`src/rtl/truth_table_tester.sv`:
```
// truth_table_tester: sweeps all input vectors of a small combinational
// block, samples its output and compares it against an expected table.
//
// Ports:
//   clk, rst_n    clock, async active-low reset
//   start         start request, honoured when not busy
//   vec_out       stimulus to the lab block (MSB = first input)
//   dut_in        lab block output
//   busy          sweep in progress
//   done          sweep finished (level, until next start)
//   pass          valid with done; 1 iff no mismatches
//   err_cnt       number of mismatching vectors
//   captured      sampled truth table, bit i = vector i
//   first_fail    first mismatching vector (0 if none)
//
// Build option: define TT_STOP_ON_FAIL_EN to end the sweep at the
// first mismatch instead of running every vector.
module truth_table_tester #(
  parameter int                  N_IN   = 3,
  parameter logic [2**N_IN-1:0]  EXPECT = 8'hE8,
  parameter int                  SETTLE = 2
) (
  input  logic                clk,
  input  logic                rst_n,
  input  logic                start,
  output logic [N_IN-1:0]     vec_out,
  input  logic                dut_in,
  output logic                busy,
  output logic                done,
  output logic                pass,
  output logic [N_IN:0]       err_cnt,
  output logic [2**N_IN-1:0]  captured,
  output logic [N_IN-1:0]     first_fail
);

  localparam logic [N_IN-1:0] LAST    = {N_IN{1'b1}};
  localparam logic [3:0]      CNT_TOP = 4'(SETTLE - 1);

  typedef enum logic [1:0] {
    IDLE,
    DRIVE,
    SAMPLE,
    DONE
  } state_e;

  state_e              state_q;
  logic [3:0]          cnt_q;
  logic                seen_q;
  logic [N_IN-1:0]     vec_q;
  logic                busy_q;
  logic                done_q;
  logic                pass_q;
  logic [N_IN:0]       err_q;
  logic [2**N_IN-1:0]  cap_q;
  logic [N_IN-1:0]     ff_q;

  logic                miss;
  logic [N_IN:0]       err_d;
  logic                end_d;

  assign miss  = (dut_in != EXPECT[vec_q]);
  assign err_d = miss ? err_q + (N_IN+1)'(1) : err_q;

`ifdef TT_STOP_ON_FAIL_EN
  assign end_d = miss || (vec_q == LAST);
`else
  assign end_d = (vec_q == LAST);
`endif

  always_ff @(posedge clk or negedge rst_n) begin
    if (!rst_n) begin
      state_q <= IDLE;
      cnt_q   <= '0;
      seen_q  <= 1'b0;
      vec_q   <= '0;
      busy_q  <= 1'b0;
      done_q  <= 1'b0;
      pass_q  <= 1'b0;
      err_q   <= '0;
      cap_q   <= '0;
      ff_q    <= '0;
    end else begin
      unique case (state_q)
        IDLE, DONE: begin
          if (start) begin
            state_q <= DRIVE;
            cnt_q   <= '0;
            seen_q  <= 1'b0;
            vec_q   <= '0;
            busy_q  <= 1'b1;
            done_q  <= 1'b0;
            pass_q  <= 1'b0;
            err_q   <= '0;
            cap_q   <= '0;
            ff_q    <= '0;
          end
        end
        DRIVE: begin
          if (cnt_q == CNT_TOP) begin
            state_q <= SAMPLE;
          end else begin
            cnt_q <= cnt_q + 4'd1;
          end
        end
        SAMPLE: begin
          cap_q[vec_q] <= dut_in;
          err_q        <= err_d;
          if (miss && !seen_q) begin
            seen_q <= 1'b1;
            ff_q   <= vec_q;
          end
          if (end_d) begin
            state_q <= DONE;
            busy_q  <= 1'b0;
            done_q  <= 1'b1;
            // err_d already includes this final sample
            pass_q  <= (err_d == '0);
          end else begin
            state_q <= DRIVE;
            vec_q   <= vec_q + N_IN'(1);
            cnt_q   <= '0;
          end
        end
        default: state_q <= IDLE;
      endcase
    end
  end

  assign vec_out    = vec_q;
  assign busy       = busy_q;
  assign done       = done_q;
  assign pass       = pass_q;
  assign err_cnt    = err_q;
  assign captured   = cap_q;
  assign first_fail = ff_q;

endmodule

```
`config.mk`:
```
export PLATFORM = sky130hd
export DESIGN_NAME = truth_table_tester
export DESIGN_NICKNAME = d
export VERILOG_FILES = /design/src/rtl/truth_table_tester.sv
export SDC_FILE = /design/constraint.sdc
export NUM_CORES = 1
export LEC_CHECK = 0
export ABC_AREA = 0
export CAP_MARGIN = 20
export CORE_MARGIN = 3
export CORE_UTILIZATION = 58
export CTS_BUF_LIST = sky130_fd_sc_hd__clkbuf_8 sky130_fd_sc_hd__clkbuf_16
export DETAILED_ROUTE_END_ITERATION = 8
export HOLD_SLACK_MARGIN = 0.05
export PLACE_DENSITY = 0.9
export SYNTH_ARGS = -nofsm -noshare
export SYNTH_HDL_FRONTEND = slang
export SYNTH_SLANG_ARGS = --single-unit
```
`constraint.sdc`:
```
create_clock -name clk -period 4.2 [get_ports clk]
set_input_delay 0.63 -clock clk [delete_from_list [all_inputs] [get_ports clk]]
set_output_delay 0.63 -clock clk [all_outputs]
set_load 0.01 [all_outputs]
```
==> results.toml <==
[outcome]
status = "complete, no violations"

[sta]
finalSetupViolations = 0
fin_hold_ws_ns = 0.5014
drv_slew = 0
rsz0062_at_grt = "no"
finalSetupTns_ns = 0
post-route-min-period_ns = 2.353
finalHoldViolCount = 0
fmax_mhz = 425.0
finalCritPeriodShare = 0.5603
worst_pin_slew_ns = 0.8976
skew_ns = 0.003007
slew_headroom = 0.4016

[yosys]
yosys_warnings = 0
yosys.area_share.adder = 0.06298
ys.flop_type = "dfrtp_1"
synth.largest_area_cell = "dfrtp_1"
syn_area_per_cell_sq_um = 8.940
synthTopCellsByArea = "dfrtp_1 (39%), ha_1 (6.3%), o21ai_1 (4.5%), mux2i_1 (3.9%), o21ai_0 (3.6%)"
synth_xor_area_frac = 0.004899
synth.ff_latch_count = 28
synth_compound_area_frac = 0.2589
synthArstFlopShare = 1.000
synth-edff-count = 0
synthMuxAreaShare = 0.03919
synthesis.area_sq_mm = 0.001788
synth_cells = 200
synth_top_area_share = 0.3919
yosysUniqueCellTypes = 43
synth_top_family_by_area = "compound AO/OA/AOI/OAI gates"
synth_simple_gate_area_frac = 0.1882
syn_nets = 213
synth_seq_area_share = 0.3919

[drt]
ant_nets = 0
routed_wl_mm = 4.309
vias = 1607
drc = 0
viasPerCell = 6.428
drtIter0Drc = 118
first_pass_iters = 5
wl_per_cell_um = 17.24

[floorplanning]
fp-row-count = 19
io-pin-count = 25
start_util = 0.6268
die-area_sq_mm = 0.003785
die_h_um = 61.52
fp.dieW_um = 61.52
fp.coreArea_sq_mm = 0.002853

[placed_design]
dp_cells = 245
globalplace.congestion = 0.9318
hpwlAfterDp_mm = 3.086
port_buffers = 24
place_area_sq_mm = 0.002027

[clock_network]
htreeDepth = 1
cts.reportedPaths.clkPinSlew_ns = 0.10
cts-root-buf = "clkbuf_8"
cts_tree = "done"
post_cts_buffers = 0
cts_sinks = 28
clkLatencyLatePin_ns = 0.28
cts_hold_buffers = 0
clk_path_buf_depth = 2
post_cts_resize_count = 0
cts_buffers = 3

[pwr]
p_leak_nw = 0.8807
power.density_mw_per_mm2 = 461.6
fin_total_pwr_mw = 0.9739
ir_worst_vdd_uv = 224.7

[global_routing]
grt_pass1_wl_mm = 6.969
top_usage_layer = "met2"
grt_max_degree = 25
grt_util_met2 = 0.4051
grt_pass1_vias = 1552
use_met3 = 0.03774
antenna_found_initial = 0
grt_use_total = 0.2434
grt_overflow_total = 0
grt_use_met1 = 0.3103

[setup_path]
crit_path_start = "state_q[0]$_DFFE_PN0P_"
endpoint_kind = "flop"
rr_endpoint = "pass$_DFFE_PN0P_"
rr_worst_depth = 5
crit_fanout = 24
rr_startpoint = "state_q[0]$_DFFE_PN0P_"
worstSetupPathType = "reg2reg"
cp.arrival_ns = 2.50
required_ns = 4.34
crit_path_start_kind = "flop"
r2r_setup_slack_ns = 1.85

[layout]
drive_gt1_frac = 0.09132
final_area_sq_mm = 0.002110
finalNonFillerCells = 250
nNetsFinal = 233
syn2layout_area_growth_pct = 17.98
num_antenna_cells = 0

[hold_path]
hold_depth = 2
hold_class = "reg2reg"
holdPathEnd = "captured[0]$_DFFE_PN0P_"
hold_start = "captured[0]$_DFFE_PN0P_"

[job]
max_cap_violations = 0
==> cells in the final DEF, fill, tap and decap left out, drive strengths merged, types with 3 or more instances in the layout <==
| cell | instances |
|---|---|
| a22o | 6 |
| nor2b | 7 |
| nor2 | 12 |
| clkdlybuf4s50 | 24 |
| ha | 9 |
| dfrtp | 28 |
| o22ai | 5 |
| o31ai | 3 |
| nand2b | 5 |
| inv | 13 |
| nand3 | 8 |
| clkbuf | 4 |
| a31oi | 5 |
| a21oi | 12 |
| o21ai | 29 |
| nor3 | 7 |
| mux2i | 7 |
| nand2 | 12 |
==> Yosys cell counts (2+ instances only) <==
cell	number
dfrtp_1	28
o31ai_1	3
nand2b_1	5
a22o_1	6
inv_1	10
nor3_1	4
nand4_1	2
o21ai_0	13
nand3_1	8
a21o_1	2
buf_2	5
o21ai_1	16
mux2i_1	7
nor3_2	2
inv_2	3
clkbuf_1	6
a31oi_1	5
o22ai_1	5
nor2b_1	5
nand2_1	12
nand3b_1	2
ha_1	9
a21oi_1	12
nor2_1	11
==> worst max path at each step <==
| stage | end | slack, ns | depth (start not counted) |
|---|---|---|---|
| floorplan | pass$_DFFE_PN0P_ | 2.19 | 8 |
| global placement | pass$_DFFE_PN0P_ | 1.76 | 5 |
| detailed placement | pass$_DFFE_PN0P_ | 1.66 | 5 |
| CTS | pass$_DFFE_PN0P_ | 1.87 | 5 |
| global route | pass$_DFFE_PN0P_ | 1.71 | 5 |
| finish | pass$_DFFE_PN0P_ | 1.85 | 5 |
==> layer usage <==
| metal | up-vias | wire length [um] | share of wire |
|---|---|---|---|
| met5 | - | 0 | 0 |
| met4 | 0 | 80 | 0.019 |
| met3 | 9 | 244 | 0.057 |
| met2 | 65 | 2144 | 0.50 |
| met1 | 769 | 1840 | 0.43 |
| li1 | 764 | - | - |
==> flip-flops by register name, summed over array words and instances, names as in the netlist <==
name	cells
captured	8
cnt_q	4
err_cnt	4
busy	1
seen_q	1
first_fail	3
state_q	2
done	1
vec_out	3
pass	1
==> critical path, stage by stage, from the launching register on <==
cell and delay (ns):
dfrtp_1 0.42, inv_1 0.12, ha_1 0.76, o21ai_1 0.46
o21ai_0 0.34, o41ai_2 0.11
==> final cells by class <==
class / count / area, sq um
Clock buffer: 4 / 55.05
Fill cell: 195 / 743.2
Inverter: 13 / 48.80
Multi-Input combinational cell: 148 / 991.0
Sequential cell: 28 / 700.7
Tap cell: 31 / 38.79
Timing Repair Buffer: 26 / 275.3
==> logic make-up (layout without fill, tap and decap cells) <==
family / Yosys count / after routing
buffers and inverters: 24 / 43
multiplexers: 7 / 7
AND/OR/NAND/NOR: 58 / 58
AO/OA/AOI/OAI: 73 / 73
XOR/XNOR: 1 / 1
flip-flops: 28 / 28
adder cells (fa/ha/maj): 9 / 9
==> power breakdown <==
group | internal (mW) | leakage [nW] | switching (mW)
Clock | 0.0841 | 0.0288 | 0.0880
Sequential | 0.303 | 0.380 | 0.0488
Combinational | 0.163 | 0.472 | 0.288
Total | 0.549 | 0.881 | 0.424
==> through the flow <==
stage                     worst slack [ns]    util
after global routing                 1.709  0.7395
after floorplan                      2.194       -
after global placement               1.762  0.7105
final                                1.847  0.7395
after detailed placement             1.656  0.7105
after CTS                            1.871  0.7298
(Power assumes the default switching activity.)
==> RTL change 1: new RTL, same flow settings <==
Build with the macro `TT_STOP_ON_FAIL_EN` defined.
--- a/src/rtl/truth_table_tester.sv
+++ b/src/rtl/truth_table_tester.sv
@@ -15,6 +15,8 @@
 //
 // Build option: define TT_STOP_ON_FAIL_EN to end the sweep at the
 // first mismatch instead of running every vector.
+`define TT_STOP_ON_FAIL_EN
+
 module truth_table_tester #(
   parameter int                  N_IN   = 3,
   parameter logic [2**N_IN-1:0]  EXPECT = 8'hE8,
Function: changed (Yosys sat finds a counterexample within 10 cycles, from zero or initial values and one cycle with rst_n low).
==> RTL change 1 against the original RTL <==
Power fell by 0.64%. Combinational power decreased by 4.7%. Cell count decreased by 2.8%. Sequential cell count unchanged. Final area is 2.4% lower. Synthesized area is 3.8% lower. Fmax decreased by 1.6%. First-iteration DRC count down 25%. Setup slack got worse by 0.039 ns. Routed wire length is 2.9% lower. Die area shrank 3.5%. Count of clock-buffer cells in the layout unchanged. Critical endpoint is now err_cnt[1]$_DFFE_PN0P_. Largest cell class unchanged.
==> RTL change 1: results (changes against the original RTL) <==
| Metric | Value |
|---|---|
| WL per Instance | `17.2 um (-0.10%)` |
| Clock-cell share of area | `2.67% (+0.065 points)` |
| Arr. time, crit path | `2.61 ns (+0.11 ns)` |
| Post-Place Cells | `239 (-2.4%)` |
| Critical Path Sink | `err_cnt[1]$_DFFE_PN0P_` |
| DRT iter0 DRCs | `88 (-25%)` |
| Mux contribution to synthesized area | `4.88% (+0.96 points)` |
| Net Switching | `393 uW (-7.4%)` |
| Slowest CP cell | `dfrtp_1` |
| Crit Path Max Fanout | `12 (-50%)` |
| First-pass GRT wire length | `6780 um (-2.8%)` |
| Hold path depth | `1 (-1)` |
| Status | `finished clean` |
| Sequential share of power | `38.1% (+2.0 points)` |
| GR Util met1 | `30.0% (-1.0 points)` |
| Met3 Track Usage GR | `3.40% (-0.37 points)` |
| Post-DP HPWL | `3120 um (+1.1%)` |
| Nets | `226 (-3.0%)` |
| Non-Clock Buffer Count | `27 (+3.8%)` |
| Source of the worst hold timing path | `first_fail[2]$_DFFE_PN0P_` |
| Netlist cell types | `39 (-9.3%)` |
| Worst-margin pin slew | `0.749 ns (-0.149 ns)` |
| Reg2Reg Setup Slack | `1.81 ns (-0.04 ns)` |
| DRT Pass-1 Iters | `4 (-1)` |
| Post-route insts no fill | `243 (-2.8%)` |
| Delay-heaviest family, CP | `flip-flops` |
| P_leak | `0.000866 uW (-1.7%)` |
| Top cells by instance count after synthesis | `dfrtp_1, o21ai_0, nand2_1` |
| VDD IR-drop max | `331 uV (+47%)` |
| #MultiIn Comb | `140 (-5.4%)` |
| Post-Synth Adder-Cell Area | `6.55% (+0.25 points)` |
| Largest cells by area after synthesis | `dfrtp_1, ha_1, o21ai_0` |
| Post-Synth XOR/XNOR Area | `0.509% (+0.020 points)` |
| Sequential-to-total area share from yosys stat | `40.8% (+1.6 points)` |
| Data buffer area share | `13.7% (+0.69 points)` |
| Synth Area in Compound Gates | `22.3% (-3.6 points)` |
| Seq cells | `28 (unchanged)` |
| Seq/total area | `34.0% (+0.83 points)` |
| GPL Wtd Cong | `0.878 (-5.8%)` |
| Fillers | `224 (+15%)` |
| Pin count of the biggest net entering global routing | `23 (-8.0%)` |
| All-Layer GR Usage | `24.6% (+0.25 points)` |
| FF-to-FF Start | `vec_out[0]$_DFFE_PN0P_` |
| Proportion of layout cells with a drive suffix above 1 | `6.60% (-2.5 points)` |
| Grt met2 use | `44.9% (+4.4 points)` |
| M1 WL | `1670 um (-9.5%)` |
-- RTL change 1: cell types whose count changed after synthesis, moves of 3 or more --
cell      delta
buf_2        -5
o21ai_0      +8
nand2_1      +3
inv_2        -3
mux2_2       +3
o21ai_1     -16
clkbuf_1     +3
inv_1        +3
nand4b_1     +3
a21oi_1      -4
-- RTL change 1: logic make-up after synthesis --
family / Yosys count
simple gates: 64
compound gates: 58
flops: 28
buf+inv: 23
fa+ha+maj: 9
mux: 8
xor+xnor: 1
-- RTL change 1: metrics by stage --
stage / area, um^2 / setup WS, ns / hold WS [ns] / total power (uW) / util, %
final: 2060 / 1.81 / 0.516 / 968 / 74.0
after global routing: 2060 / 1.68 / 0.547 / 1030 / 74.0
after CTS: 2060 / 1.84 / 0.515 / 966 / 74.0
after detailed placement: 2000 / 1.60 / 0.489 / 799 / 72.0
after global placement: 1980 / 1.77 / 0.486 / 767 / 71.0
after floorplan: 1720 / 2.01 / 0.334 / 650 / -
==> RTL change 2: new RTL, same settings <==
Without the edit above. Register the output `err_cnt` once more, cleared by the reset; this adds one clock of latency there. The other outputs are not delayed to match.
--- a/src/rtl/truth_table_tester.sv
+++ b/src/rtl/truth_table_tester.sv
@@ -130,7 +130,13 @@
   assign busy       = busy_q;
   assign done       = done_q;
   assign pass       = pass_q;
-  assign err_cnt    = err_q;
+  always_ff @(posedge clk or negedge rst_n) begin
+    if (!rst_n) begin
+      err_cnt <= '0;
+    end else begin
+      err_cnt <= err_q;
+    end
+  end
   assign captured   = cap_q;
   assign first_fail = ff_q;
 
Behaviour: not the same (a bounded check fails within 10 cycles, from zero or initial values and one cycle with rst_n low).
==> RTL change 2 against the original RTL <==
Sequential cell count grew 4. Clock power increased by 66%. Critical path depth is 2 higher. Power rose by 28%. Synthesized area increased by 3.3%. Routed wire length increased by 2.3%. Final area grew 4.6%. Global-route usage is 0.55 points higher. Setup slack worse by 0.075 ns. Count of clock-buffer cells in the layout up 1. Cell count increased by 6.8%. Critical path type unchanged.
==> RTL change 2: results (changes against the original RTL) <==
| Metric | Value |
|---|---|
| Status | `finished clean` |
| Proportion of layout cells with a drive suffix above 1 | `6.67% (-2.5 points)` |
| Mapped Nets | `217 (+1.9%)` |
| Post-route insts no fill | `267 (+6.8%)` |
| Critical Path Sink | `first_fail[0]$_DFFE_PN0P_` |
| Met3 Track Usage GR | `5.76% (+2.0 points)` |
| CP peak stage delay | `0.73 ns (-0.03 ns)` |
| DRT iter0 DRCs | `206 (+75%)` |
| VDD IR-drop max | `410 uV (+83%)` |
| Netlist cell types | `40 (-7.0%)` |
| Hold Path End | `pass$_DFFE_PN0P_` |
| Root Buffer Master | `clkbuf_8` |
| All-Layer GR Usage | `24.9% (+0.55 points)` |
| Mux contribution to synthesized area | `3.52% (-0.40 points)` |
| DRT Pass-1 Iters | `4 (-1)` |
| First-pass GRT wire length | `7690 um (+10%)` |
| Largest cells by area after synthesis | `dfrtp_1, ha_1, a21oi_1` |
| Data buffer area share | `11.2% (-1.8 points)` |
| GR Util met1 | `32.1% (+1.1 points)` |
| #MultiIn Comb | `152 (+2.7%)` |
| CTS H-tree depth | `2 (+1)` |
| Top cells by instance count after synthesis | `dfrtp_1, nand2_1, a21oi_1` |
| Non-Clock Buffer Count | `25 (-3.8%)` |
| Avg Synthesized Cell Area | `9.05 um^2 (+1.3%)` |
| Post-Synth Adder-Cell Area | `6.10% (-0.20 points)` |
| Worst-margin pin slew | `0.864 ns (-0.0334 ns)` |
| Final worst slack | `1.77 ns (-0.0747 ns)` |
| Grt met2 use | `41.0% (+0.50 points)` |
| Post-Place Cells | `259 (+5.7%)` |
| Seq/total area | `36.3% (+3.1 points)` |
| Clock-cell share of area | `4.88% (+2.3 points)` |
| Sequential-to-total area share from yosys stat | `43.4% (+4.2 points)` |
| Post-DP HPWL | `3040 um (-1.6%)` |
| P_leak | `0.000947 uW (+7.5%)` |
| Multi-input logic area | `968 um^2 (-2.3%)` |
| Reg2Reg Depth | `7 (+2)` |
| Nets | `237 (+1.7%)` |
| Post-Synth XOR/XNOR Area | `0% (-0.49 points)` |
| Clk slew on worst S/H paths | `0.06 ns (-0.04 ns)` |
| Hold slack | `0.520 ns (+0.0186 ns)` |
| Hold path depth | `1 (-1)` |
| DP Area | `0.00210 mm^2 (+3.6%)` |
| Signal inverters | `8 (-5)` |
| Vias in the first global route | `1,601 (+3.2%)` |
| CTS buffer count | `5 (+2)` |
| Final Routed Wirelength | `4410 um (+2.3%)` |
| Setup Skew | `0.00942 ns (+0.00641 ns)` |
| Clock latency at the later pin of the worst-skew pair | `around 0.29 ns` |
| Source of the worst hold timing path | `pass$_DFFE_PN0P_` |
| Clock buffers | `5 (+1)` |
| GPL Wtd Cong | `0.925 (-0.69%)` |
| DR vias | `1,657 (+3.1%)` |
RTL change 2: cell types whose count changed after synthesis, sizes merged, moves of 4 or more:
cell / before / now
clkbuf: 6 / 10
a21oi: 12 / 17
nand3: 8 / 3
o21ai: 29 / 23
dfrtp: 28 / 32
inv: 13 / 8
nand2: 12 / 21
RTL change 2: routing by layer:
metal  vias to the layer above  share of wire [%]
li1                        779                  -
met1                       803                 44
met2                        70                 48
met3                         5                6.4
met4                         0                1.5
met5                         -                  0
RTL change 2: worst register-to-register path, stage by stage (launching register included):
cell and delay, ns:
dfrtp_1 0.40, inv_1 0.09, ha_1 0.73, nor2b_1 0.32, a21oi_1 0.18, nor2_1 0.23
a22oi_2 0.10, a22o_1 0.26
RTL change 2: where the power goes:
| part | internal, uW | leakage, uW | switching (uW) |
|---|---|---|---|
| Sequential | 357 | 0.000435 | 84.0 |
| Combinational | 201 | 0.000452 | 320 |
| Clock | 173 | 0.0000593 | 113 |
